===== src/rtl/icache_ctrl.sv =====
// ============================================================================
// Module   : icache_ctrl
// Purpose  : Direct-mapped, read-only instruction cache with word-by-word
//            line refill over a req/valid memory port and a full flush.
//            Optional hit/miss counters are enabled by defining ICACHE_STATS_EN.
// Revision : 1.0  initial release
// ============================================================================
`default_nettype none

module icache_ctrl #(
    parameter int LINE_WORDS = 4,
    parameter int NUM_LINES  = 16
) (
    input  logic        clk,
    input  logic        rst,
    input  logic [31:0] PCF,
    input  logic        flush,
    output logic [31:0] InstrF,
    output logic        Mem_Stall,
    output logic        mem_rd_req,
    output logic [31:0] mem_rd_addr,
    input  logic        mem_rd_valid,
    input  logic [31:0] mem_rd_data
`ifdef ICACHE_STATS_EN
    ,
    output logic [31:0] hit_count,
    output logic [31:0] miss_count
`endif
);

    localparam int OFF  = $clog2(LINE_WORDS);
    localparam int IDX  = $clog2(NUM_LINES);
    localparam int TAGW = 32 - OFF - IDX - 2;
    localparam logic [OFF-1:0] LAST_WORD = OFF'(LINE_WORDS - 1);

    typedef enum logic [0:0] {
        S_IDLE   = 1'b0,
        S_REFILL = 1'b1
    } state_e;

    state_e                 state_q, state_d;
    logic [OFF-1:0]         cnt_q, cnt_d;
    logic [31:0]            base_q, base_d;
    logic [IDX-1:0]         idx_q, idx_d;
    logic                   pend_q, pend_d;
    logic [NUM_LINES-1:0]   valid_q, valid_d;

    logic [31:0]            data_q [NUM_LINES][LINE_WORDS];
    logic [TAGW-1:0]        tag_q  [NUM_LINES];

    logic [OFF-1:0]         pc_word;
    logic [IDX-1:0]         pc_idx;
    logic [TAGW-1:0]        pc_tag;
    logic                   hit;
    logic                   refill_we;
    logic                   line_done;
    logic                   unused_pc_bits;

    assign pc_word        = PCF[OFF+1:2];
    assign pc_idx         = PCF[OFF+IDX+1:OFF+2];
    assign pc_tag         = PCF[31:OFF+IDX+2];
    assign hit            = valid_q[pc_idx] && (tag_q[pc_idx] == pc_tag);
    assign unused_pc_bits = ^PCF[1:0];

    always_comb begin
        state_d     = state_q;
        cnt_d       = cnt_q;
        base_d      = base_q;
        idx_d       = idx_q;
        pend_d      = pend_q;
        valid_d     = valid_q;
        refill_we   = 1'b0;
        line_done   = 1'b0;
        InstrF      = '0;
        Mem_Stall   = 1'b0;
        mem_rd_req  = 1'b0;
        mem_rd_addr = base_q + {{(30-OFF){1'b0}}, cnt_q, 2'b00};

        case (state_q)
            S_IDLE: begin
                InstrF    = data_q[pc_idx][pc_word];
                Mem_Stall = !hit;
                if (flush) begin
                    valid_d = '0;
                end
                if (!hit) begin
                    state_d = S_REFILL;
                    base_d  = {PCF[31:OFF+2], {(OFF+2){1'b0}}};
                    idx_d   = pc_idx;
                    cnt_d   = '0;
                    pend_d  = 1'b0;
                end
            end
            S_REFILL: begin
                Mem_Stall  = 1'b1;
                mem_rd_req = 1'b1;
                // A flush seen anywhere in the refill suppresses validation of this line.
                if (flush) begin
                    valid_d = '0;
                    pend_d  = 1'b1;
                end
                if (mem_rd_valid) begin
                    refill_we = 1'b1;
                    cnt_d     = cnt_q + 1'b1;
                    if (cnt_q == LAST_WORD) begin
                        line_done = 1'b1;
                        state_d   = S_IDLE;
                        if (!flush && !pend_q) begin
                            valid_d[idx_q] = 1'b1;
                        end
                    end
                end
            end
            default: state_d = S_IDLE;
        endcase

        if (!rst) begin
            InstrF    = '0;
            Mem_Stall = 1'b0;
        end
    end

    always_ff @(posedge clk or negedge rst) begin
        if (!rst) begin
            state_q <= S_IDLE;
            cnt_q   <= '0;
            base_q  <= '0;
            idx_q   <= '0;
            pend_q  <= 1'b0;
            valid_q <= '0;
        end else begin
            state_q <= state_d;
            cnt_q   <= cnt_d;
            base_q  <= base_d;
            idx_q   <= idx_d;
            pend_q  <= pend_d;
            valid_q <= valid_d;
        end
    end

    // Storage arrays carry no reset; the valid bits alone qualify their contents.
    always_ff @(posedge clk) begin
        if (refill_we) begin
            data_q[idx_q][cnt_q] <= mem_rd_data;
        end
        if (line_done) begin
            tag_q[idx_q] <= base_q[31:OFF+IDX+2];
        end
    end

`ifdef ICACHE_STATS_EN
    logic [31:0] hit_cnt_q;
    logic [31:0] miss_cnt_q;

    always_ff @(posedge clk or negedge rst) begin
        if (!rst) begin
            hit_cnt_q  <= '0;
            miss_cnt_q <= '0;
        end else if (state_q == S_IDLE) begin
            if (hit && (hit_cnt_q != 32'hFFFF_FFFF)) begin
                hit_cnt_q <= hit_cnt_q + 32'd1;
            end
            if (!hit && (miss_cnt_q != 32'hFFFF_FFFF)) begin
                miss_cnt_q <= miss_cnt_q + 32'd1;
            end
        end
    end

    assign hit_count  = hit_cnt_q;
    assign miss_count = miss_cnt_q;
`endif

endmodule

`default_nettype wire

===== config.mk =====
export PLATFORM = sky130hd
export DESIGN_NAME = icache_ctrl
export DESIGN_NICKNAME = d
export VERILOG_FILES = /design/src/rtl/icache_ctrl.sv
export SDC_FILE = /design/constraint.sdc
export NUM_CORES = 2
export LEC_CHECK = 0
export BUFFER_PORTS_ARGS = -buffer_cell sky130_fd_sc_hd__buf_2
export CAP_MARGIN = 0
export CORE_MARGIN = 4
export CORE_UTILIZATION = 29
export DETAILED_ROUTE_END_ITERATION = 8
export GPL_TIMING_DRIVEN = 0
export SLEW_MARGIN = 20
export SYNTH_ARGS = -nofsm -noshare
export SYNTH_HDL_FRONTEND = slang
export SYNTH_SLANG_ARGS = --single-unit

===== constraint.sdc =====
create_clock -name clk -period 5.3 [get_ports clk]
set_input_delay 1.06 -clock clk [delete_from_list [all_inputs] [get_ports clk]]
set_output_delay 1.06 -clock clk [all_outputs]
set_load 0.02 [all_outputs]

==> impl_metrics.yaml <==
outcome:
  run_status: "complete, but fails checks"
  failing_checks: "setup timing"
worst_setup_path:
  rrSetupSlack_ps: 1100
  worst_setup_path_end_kind: "primary output"
  timing.critical_path.slowest_stage_cell: "sky130_fd_sc_hd__mux4_2"
  crit_path_cell_trace: "buf_12, buf_12, buf_12, buf_12, buf_16, clkbuf_16, clkbuf_16, mux4_2, mux4_2, mux4_2, nor2b_1, buf_2"
  critPathCapture: "InstrF[24]"
  worst-endpoint-arrival_ps: 4260
  max_stage_delay_ps: 620
  worst-setup-path-type: "in -> out"
  required_ps: 4240
  path_common_cell: "sky130_fd_sc_hd__buf_12"
  crit_path_max_fanout: 8
  path_depth_of_the_worst_reg2reg_path: 11
  endpoint_of_the_lowest_slack_register_to_register_path: "base_q[20]"
  startpoint_type_of_the_worst_setup_path: "primary input"
  crit_start: "PCF[4]"
  beginning_of_the_worst_register_to_register_path: "tag_q[6][17]"
logic_synthesis:
  postSynth.asyncResetShare_pct: 1.94
  synth-edff-count: 2432
  ys_top_cells_by_area: "sky130_fd_sc_hd__edfxtp_1 76%, sky130_fd_sc_hd__mux4_2 17%, sky130_fd_sc_hd__dfrtp_1 1.3%"
  synthesis.yosys.warnings: 0
  yosys_top_cell_area_share_pct: 76.3
  synth-seq-cells: 2480
  post-synth-top-area-cell: "sky130_fd_sc_hd__edfxtp_1"
  synth_area_mm2: 0.0957
  ys_dominant_reg_cell: "sky130_fd_sc_hd__edfxtp_1"
  yosysMostFrequentCell: "sky130_fd_sc_hd__edfxtp_1"
  synth_cell_types: 61
  synth-seq-area-share_pct: 77.6
  yosys-top-cells-count: "2432 x sky130_fd_sc_hd__edfxtp_1, 707 x sky130_fd_sc_hd__mux4_2, 123 x sky130_fd_sc_hd__nor2_1"
  synthCells: 4026
  syn_avg_cell_area_um2: 23.8
drt:
  dr.first_iter.drc_count: 7236
  remaining_routing_drc_violations: 0
  dr.pass1.iters: 7
  wirelength_mm: 274
  avgRoutedWirePerCell_um: 30.0
  post_dr_vias_cell: 5.15
  postRouteAntennaNets: 0
  num_vias: 46900
min_path:
  worst_hold_path_type: "in -> async"
timing:
  worstMarginPinSlew_ps: 1140
  report.final.slew_viol_count: 0
  finalSetupTns_ps: -49.9
  finalCriticalPeriod_ps: 5320
  fin_ws_ps: -18.3
  headroom_to_the_max_slew_limit_pct: 24.1
  finalHoldViolCount: 0
  setup-violations-final: 4
  rsz0062_at_grt: "yes"
  period_share_pct: 100
  max_freq_mhz: 188
  fin_worst_skew_ps: 98.4
  worst_hold_slack_ps: 250
power:
  power_density_mw_per_mm2: 379
  power.ir.vdd_worst_mv: 0.322
  cellLeakagePower_uw: 0.0361
cells_and_area:
  num-fill-cells: 29700
  multi_input_area_mm2: 0.0215
  final_nets: 4640
  drive_gt1_share_pct: 36.7
  number_of_non_filler_instances_in_the_completed_layout: 9109
  flow.area_growth_from_synthesis_pct: 21.3
  layout.area.seq_mm2: 0.0742
global_routing:
  grt_start_max_net_pins: 65
  grt_antenna_before_repair: 26
  first_global_vias: 47000
  groute.usage.overall_pct: 15.7
  grt_first_pass_wirelength_mm: 378
  grt_remaining_overflow: 0
clocking:
  numCtsBuffers: 228
  clk_root_buffer_cell: "sky130_fd_sc_hd__clkbuf_16"
  post_cts_hold_buffer_count: 0
  clk_pin_slew_ps: 60
  cts.htree.levels: 4
  clock_tree.buffer_depth: 4
  clock_insertion_delay_worst_skew_ps: 910
  cts_tree: "done"
  cts.sinks: 2480
placed_design:
  dpl_worst_slack_ps: -2940
  place_hpwl_mm: 175
  placed_cells: 8624
  place.gp.congestion: 0.853
  numPortBuffers: 124
die:
  placementRows: 210
  fp.dieW_um: 582
  num_io_pins: 134
  initial_core_utilization_pct: 29.2
  die_height_um: 582
  die_area_mm2: 0.339
  core-area_mm2: 0.328
job:
  drv_cap: 0
[cell type report]
type	count	area share (%)
sequential	2480	63.9
timing repair buffer	312	3.91
multi-input combinational	1316	18.6
buffer	217	2.61
clock inverter	125	1.06
tap	4346	4.68
clock buffer	284	5.18
inverter	13	0.0431
antenna	16	0.0345
[worst min path at each step]
stage / from / end / slack, ps / depth (start not counted)
after floorplan: valid_q[10] / valid_q[10] / 460 / 2
after global placement: valid_q[6] / valid_q[6] / 480 / 2
after detailed placement: valid_q[9] / valid_q[9] / 490 / 2
after CTS: rst / base_q[15] / 230 / 1
after global routing: rst / base_q[29] / 280 / 1
final: rst / base_q[15] / 250 / 1
[routing by layer]
layer	share of wire, %	wire length (um)	vias up	global-route usage [%]
li1	-	-	18400	-
met1	38	105000	25300	20.8
met2	48	131000	2598	25.3
met3	8.7	23900	581	2.80
met4	5.1	13900	8	7.06
met5	0.015	41	-	0
[state kept, by name (all words and copies together) (netlist names)]
name     count
tag_q      384
cnt_q        2
base_q      25
idx_q        3
pend_q       1
data_q    2048
state_q      1
valid_q     16
[power by group]
part | switching (uW) | internal (uW) | leakage (uW) | total (uW)
clock | 7170 | 9100 | 0.00352 | 16300
sequential | 647 | 22700 | 0.0225 | 23300
combinational | 2730 | 1680 | 0.0101 | 4410
total | 10600 | 33500 | 0.0361 | 44000
[critical path: cells and delay by family]
| kind | cells | cell delay (ps) |
|---|---|---|
| mux | 3 | 1680 |
| simple gates | 1 | 210 |
| buf+inv | 8 | 1280 |
[cell families (layout without fill, tap and decap cells)]
family	count (synthesis)	in the layout	share of synthesized area, %
muxes	865	865	18.5
and+or+nand+nor	276	276	1.38
xor gates and xnor gates	32	32	0.293
buffers and inverters	231	951	1.10
AOI/OAI and AO/OA	137	137	1.07
other	1	18	0.00392
adders and majority gates	4	4	0.0523
DFF	2480	2480	77.6
[placed cells by master, fill, tap and decap left out, drive strengths merged, types with 3 or more instances in the layout]
cell type  synthesis  final
a211oi            41     41
a21oi             12     12
a221o              4      4
a221oi            12     12
a22oi             14     14
a31oi             13     13
and2               7      7
and3               3      3
buf              121    425
bufinv             0     22
clkbuf            97    388
clkinv             1     89
clkinvlp           0     10
dfrtp             48     48
diode              0     16
edfxtp          2432   2432
ha                 4      4
inv               12     17
mux2              61     61
mux2i             93     93
mux4             711    711
nand2             27     27
nand2b             7      7
nand3             21     21
nand4              3      3
nor2             123    123
nor2b             47     47
nor3              18     18
nor3b              5      5
nor4               4      4
nor4b              3      3
o21ai              6      6
o221ai             3      3
o22ai             14     14
or4                3      3
xnor2             21     21
xor2              11     11
[metrics by stage]
stage	total power, uW	instance area, um2	utilization, %
6_report	44000	116000	35.4
5_1_grt	45300	116000	35.4
4_1_cts	44200	116000	35.2
3_5_place_dp	27800	105000	32.1
3_3_place_gp	27300	102000	31.0
2_1_floorplan	25500	95700	-
[repair_timing]
item	in CTS	in global routing
gates resized for setup	671	45
setup buffers	24	21
gates cloned	9	8
setup endpoints to repair	34	31
pin swaps	15	6
Note: power is estimated with default switching activity, not from simulation.
